[src/rtl/seq_multiplier.sv]
// seq_multiplier: iterative shift-add multiplier, low WIDTH bits of A*B,
// one multiplier bit per clock, start/busy/done handshake.
//
// Ports:
//   clk     rising-edge clock
//   reset   asynchronous, active-high reset
//   start   request, sampled only while busy=0 (IDLE or DONE)
//   A, B    multiplicand / multiplier, sampled with an accepted start
//   busy    operation in progress (registered)
//   done    one-cycle completion pulse (registered)
//   result  low WIDTH bits of A*B, held until the next completion
//
// Build option: define SEQ_MUL_EARLY_TERM_EN to finish as soon as the
// remaining multiplier bits are all zero (minimum one iteration).
// Results are the same either way; only latency changes.

module seq_multiplier #(
  parameter int WIDTH = 32
) (
  input  logic             clk,
  input  logic             reset,
  input  logic             start,
  input  logic [WIDTH-1:0] A,
  input  logic [WIDTH-1:0] B,
  output logic             busy,
  output logic             done,
  output logic [WIDTH-1:0] result
);

  localparam int         CW   = 6;
  localparam logic [CW-1:0] LAST = CW'(WIDTH - 1);

  typedef enum logic [1:0] {
    S_IDLE,
    S_RUN,
    S_DONE
  } state_e;

  state_e           state_q, state_d;
  logic [WIDTH-1:0] mcand_q, mcand_d;
  logic [WIDTH-1:0] mplier_q, mplier_d;
  logic [WIDTH-1:0] acc_q, acc_d;
  logic [CW-1:0]    count_q, count_d;
  logic [WIDTH-1:0] result_q, result_d;
  logic             busy_q, busy_d;
  logic             done_q, done_d;

  logic [WIDTH-1:0] acc_sum;
  logic [WIDTH-1:0] mplier_sh;
  logic             last_iter;

  // Partial product for this iteration; carry out of WIDTH is dropped.
  assign acc_sum   = mplier_q[0] ? (acc_q + mcand_q) : acc_q;
  assign mplier_sh = mplier_q >> 1;

  always_comb begin
    last_iter = (count_q == LAST);
`ifdef SEQ_MUL_EARLY_TERM_EN
    // No set bits left after this shift: further iterations add nothing.
    last_iter = last_iter || (mplier_sh == '0);
`endif
  end

  always_comb begin
    state_d  = state_q;
    mcand_d  = mcand_q;
    mplier_d = mplier_q;
    acc_d    = acc_q;
    count_d  = count_q;
    result_d = result_q;
    busy_d   = 1'b0;
    done_d   = 1'b0;

    unique case (state_q)
      S_IDLE, S_DONE: begin
        // A start in DONE is accepted like in IDLE: back-to-back ops.
        if (start) begin
          mcand_d  = A;
          mplier_d = B;
          acc_d    = '0;
          count_d  = '0;
          busy_d   = 1'b1;
          state_d  = S_RUN;
        end else begin
          state_d  = S_IDLE;
        end
      end

      S_RUN: begin
        acc_d    = acc_sum;
        mcand_d  = mcand_q << 1;
        mplier_d = mplier_sh;
        count_d  = count_q + CW'(1);
        if (last_iter) begin
          result_d = acc_sum;
          done_d   = 1'b1;
          state_d  = S_DONE;
        end else begin
          busy_d   = 1'b1;
        end
      end

      default: begin
        state_d = S_IDLE;
      end
    endcase
  end

  always_ff @(posedge clk or posedge reset) begin
    if (reset) begin
      state_q  <= S_IDLE;
      mcand_q  <= '0;
      mplier_q <= '0;
      acc_q    <= '0;
      count_q  <= '0;
      result_q <= '0;
      busy_q   <= 1'b0;
      done_q   <= 1'b0;
    end else begin
      state_q  <= state_d;
      mcand_q  <= mcand_d;
      mplier_q <= mplier_d;
      acc_q    <= acc_d;
      count_q  <= count_d;
      result_q <= result_d;
      busy_q   <= busy_d;
      done_q   <= done_d;
    end
  end

  assign busy   = busy_q;
  assign done   = done_q;
  assign result = result_q;

endmodule

[config.mk]
export PLATFORM = sky130hd
export DESIGN_NAME = seq_multiplier
export DESIGN_NICKNAME = d
export VERILOG_FILES = /design/src/rtl/seq_multiplier.sv
export SDC_FILE = /design/constraint.sdc
export NUM_CORES = 1
export LEC_CHECK = 0
export ABC_AREA = 1
export CAP_MARGIN = 20
export CORE_MARGIN = 5
export CORE_UTILIZATION = 43
export CTS_BUF_LIST = sky130_fd_sc_hd__clkbuf_16
export CTS_CLUSTER_DIAMETER = 150
export CTS_CLUSTER_SIZE = 16
export DETAILED_ROUTE_END_ITERATION = 12
export MAX_ROUTING_LAYER = met4
export PLACE_DENSITY_LB_ADDON = 0.05
export SLEW_MARGIN = 20
export SYNTH_ARGS = -nofsm -noshare
export SYNTH_HDL_FRONTEND = slang
export SYNTH_SLANG_ARGS = --single-unit
[constraint.sdc]
create_clock -name clk -period 11.85 [get_ports clk]
set_input_delay 1.7775 -clock clk [delete_from_list [all_inputs] [get_ports clk]]
set_output_delay 1.7775 -clock clk [all_outputs]
set_load 0.05 [all_outputs]
==> impl_metrics.tcl <==
set metrics [dict create \
    final_cell_mix "nand2_1 (407), nand3_1 (182), inv_1 (171), dfrtp_1 (138), clkdlybuf4s50_1 (99)" \
    synth_top_family_by_area "simple AND/OR/NAND/NOR gates" \
    cp.arrival_ns 1.65 \
    cts_hold_buf 0 \
    dp_hpwl_mm 16.2 \
    die_w_um 150 \
    n_antenna_cell 0 \
    finClkSkew_ns 0.0120 \
    async_flop_share_pct 100 \
    synth_edf_count 0 \
    finalCriticalPeriod_ns 3.43 \
    netlist_instances 1179 \
    worstMarginPinSlew_ns 0.948 \
    cts_resized 0 \
    stdcell_area_um2 10100 \
    path_buf_inv 1 \
    rows 51 \
    dpl-instance-area_um2 9580 \
    drt-total-wl_mm 23.1 \
    crit_path_top_delay_cell "clkdlybuf4s50_1" \
    synth_area_um2 8420 \
    finalSetupViolations 0 \
    finalCritPeriodShare_pct 28.9 \
    report.final.slew_viol_count 0 \
    yosys_warnings 0 \
    dr_total_vias 7565 \
    synthSimpleGateAreaFrac_pct 33.9 \
    post-cts-setup-buffers 0 \
    end_kind "primary output" \
    area_growth_syn_to_layout_pct 20.4 \
    worst_slew_margin_rel_pct 36.8 \
    fin_setup_tns_ns 0 \
    cp_max_fo 2 \
    cts.clk_slew.worst_paths_ns 0.06 \
    ir_drop_uv 119 \
    clkLatencyLatePin_ns 0.42 \
    fp.dieArea_um2 22500 \
    nets 1357 \
    synth_xor_area_share_pct 1.46 \
    clk_path_buf_depth 2 \
    drc_errors 0 \
    htree_levels 4 \
    ant_nets 0 \
    grt_pass1_vias 7362 \
    grt_pass1_wl_mm 37.9 \
    avgRoutedWirePerCell_um 15.0 \
    synth_seq_cells 138 \
    cts_made_buffers 17 \
    yosysUniqueCellTypes 35 \
    path_cells "clkdlybuf4s50_1" \
    drt_iter0_drc 499 \
    rrSetupSlack_ns 8.79 \
    layout_commonest_cell "nand2_1" \
    die-height_um 150 \
    io_pins 101 \
    firstDrtPassIters 5 \
    hold_viol 0 \
    grtUsageTotal_pct 21.9 \
    start_kind "register" \
    crit_path_max_incr_delay_ns 0.83 \
    core_area_um2 19400 \
    clock-sinks 138 \
    rsz0062_at_grt "no" \
    ys.flop_type "dfrtp_1" \
    hold_path.class "register to register" \
    cts_root_buf "clkbuf_16" \
    p_per_area_nw_per_um2 230 \
    viasPerCell 4.93 \
    synth_fa_ha_area_share_pct 4.99 \
    synth_nets 1279 \
    antenna_found_initial 0 \
    initial_core_util_pct 43.4 \
    place_ws_ns 8.10 \
    syn_area_per_cell_um2 7.14 \
    grt_max_degree 77 \
    cp_top_family "buffers and inverters" \
    maxCapViolCount 0 \
    synth_compound_area_share_pct 8.10 \
    synthMuxAreaShare_pct 0 \
    cp.required_ns 10.07 \
    fmax_ghz 0.292 \
    gp_congestion 0.956 \
    path_class "register to primary output" \
    grt.overflow.total 0 \
    ys_seq_area_share_pct 41.0 \
    port_buffers 100 \
    drive_above_1_share_pct 5.67 \
    finalWorstSetupSlack_ns 8.42 \
    cts_tree "yes" \
    leakage_nw 5.29 \
    status "finished, final reports clean" \
]
==> cells by family after synthesis <==
family	after synthesis
fa+ha+maj	33
buf+inv	223
flops	138
simple gates	667
compound gates	104
xor+xnor	14
==> worst register-to-register path, stage by stage (launching register included) <==
cell	delay, ns
dfrtp_1	0.39
nor2_4	0.10
buf_4	0.58
inv_2	0.56
nor2_8	0.58
inv_2	0.45
nand2_1	0.18
o21ai_0	0.09
==> routing by layer <==
layer  track usage [%]  vias to the layer above  share of wire, %
li1                  -                     3931                 -
met2              33.8                      148                45
met1              30.9                     3471                50
met3              3.21                       15               3.5
met4              4.76                        0               1.1
met5                 -                        -                 0
==> flip-flops by register name, indices dropped and copies added, names as in the netlist <==
name / cells
acc_q: 32
mcand_q: 32
mplier_q: 32
result: 32
count_q: 6
state_q: 2
busy: 1
done: 1
==> path summary, 6_finish.rpt <==
check,from,to,cells after the start
worst max-delay path,result[28],result[28],1
worst min-delay path,result[21],result[21],2
worst max register to register,state_q[1],result[8],7
worst min register to register,result[21],result[21],2
max in group asynchronous,reset,acc_q[24],3
min in group asynchronous,reset,result[3],2
==> metrics by stage <==
step	total power, W	std cells	hold slack [ns]	utilization (%)
final	0.00234	1535	0.473	52.3
after global routing	0.00255	1535	0.494	52.3
after CTS	0.00235	1535	0.482	52.3
after detailed placement	0.00182	1503	0.466	49.4
after global placement	0.00180	1503	0.461	49.4
after floorplan	0.00154	1179	0.459	-
==> where the power goes <==
| part | switching, W | leakage (nW) | internal [W] |
|---|---|---|---|
| clock | 0.000226 | 0.272 | 0.000293 |
| combinational | 0.000730 | 3.28 | 0.000410 |
| sequential | 0.0000845 | 1.74 | 0.000593 |
==> Yosys cell counts (2+ instances only) <==
| cell type | count | area [µm²] |
|---|---|---|
| xor2_1 | 7 | 61.3 |
| nand2_1 | 407 | 1530 |
| or2_2 | 15 | 93.8 |
| xnor2_1 | 7 | 61.3 |
| o22ai_1 | 7 | 43.8 |
| nor2_1 | 40 | 150 |
| o211ai_1 | 6 | 45.0 |
| buf_2 | 15 | 75.1 |
| a31oi_1 | 3 | 18.8 |
| nor3_1 | 4 | 20.0 |
| o21bai_1 | 3 | 22.5 |
| clkbuf_1 | 26 | 97.6 |
| inv_1 | 171 | 642 |
| nor2_2 | 2 | 12.5 |
| nand2_2 | 5 | 31.3 |
| buf_6 | 3 | 33.8 |
| a21oi_1 | 21 | 105 |
| o221ai_1 | 31 | 272 |
| nand3_1 | 182 | 911 |
| ha_1 | 32 | 400 |
| inv_2 | 5 | 18.8 |
| nand3_2 | 5 | 50.1 |
| o21ai_0 | 30 | 150 |
| dfrtp_1 | 138 | 3450 |
| nand4_1 | 4 | 25.0 |
==> layout make-up <==
cell class | instances | area, µm²
inverters | 176 | 666
clock buffers | 17 | 425
repair buffers | 106 | 1040
clock inverters | 15 | 138
multi-input cells | 818 | 4080
flip-flops and latches | 138 | 3450
fillers | 2004 | 9260
well taps | 265 | 332
No activity file was read; power rests on OpenSTA's default activity.
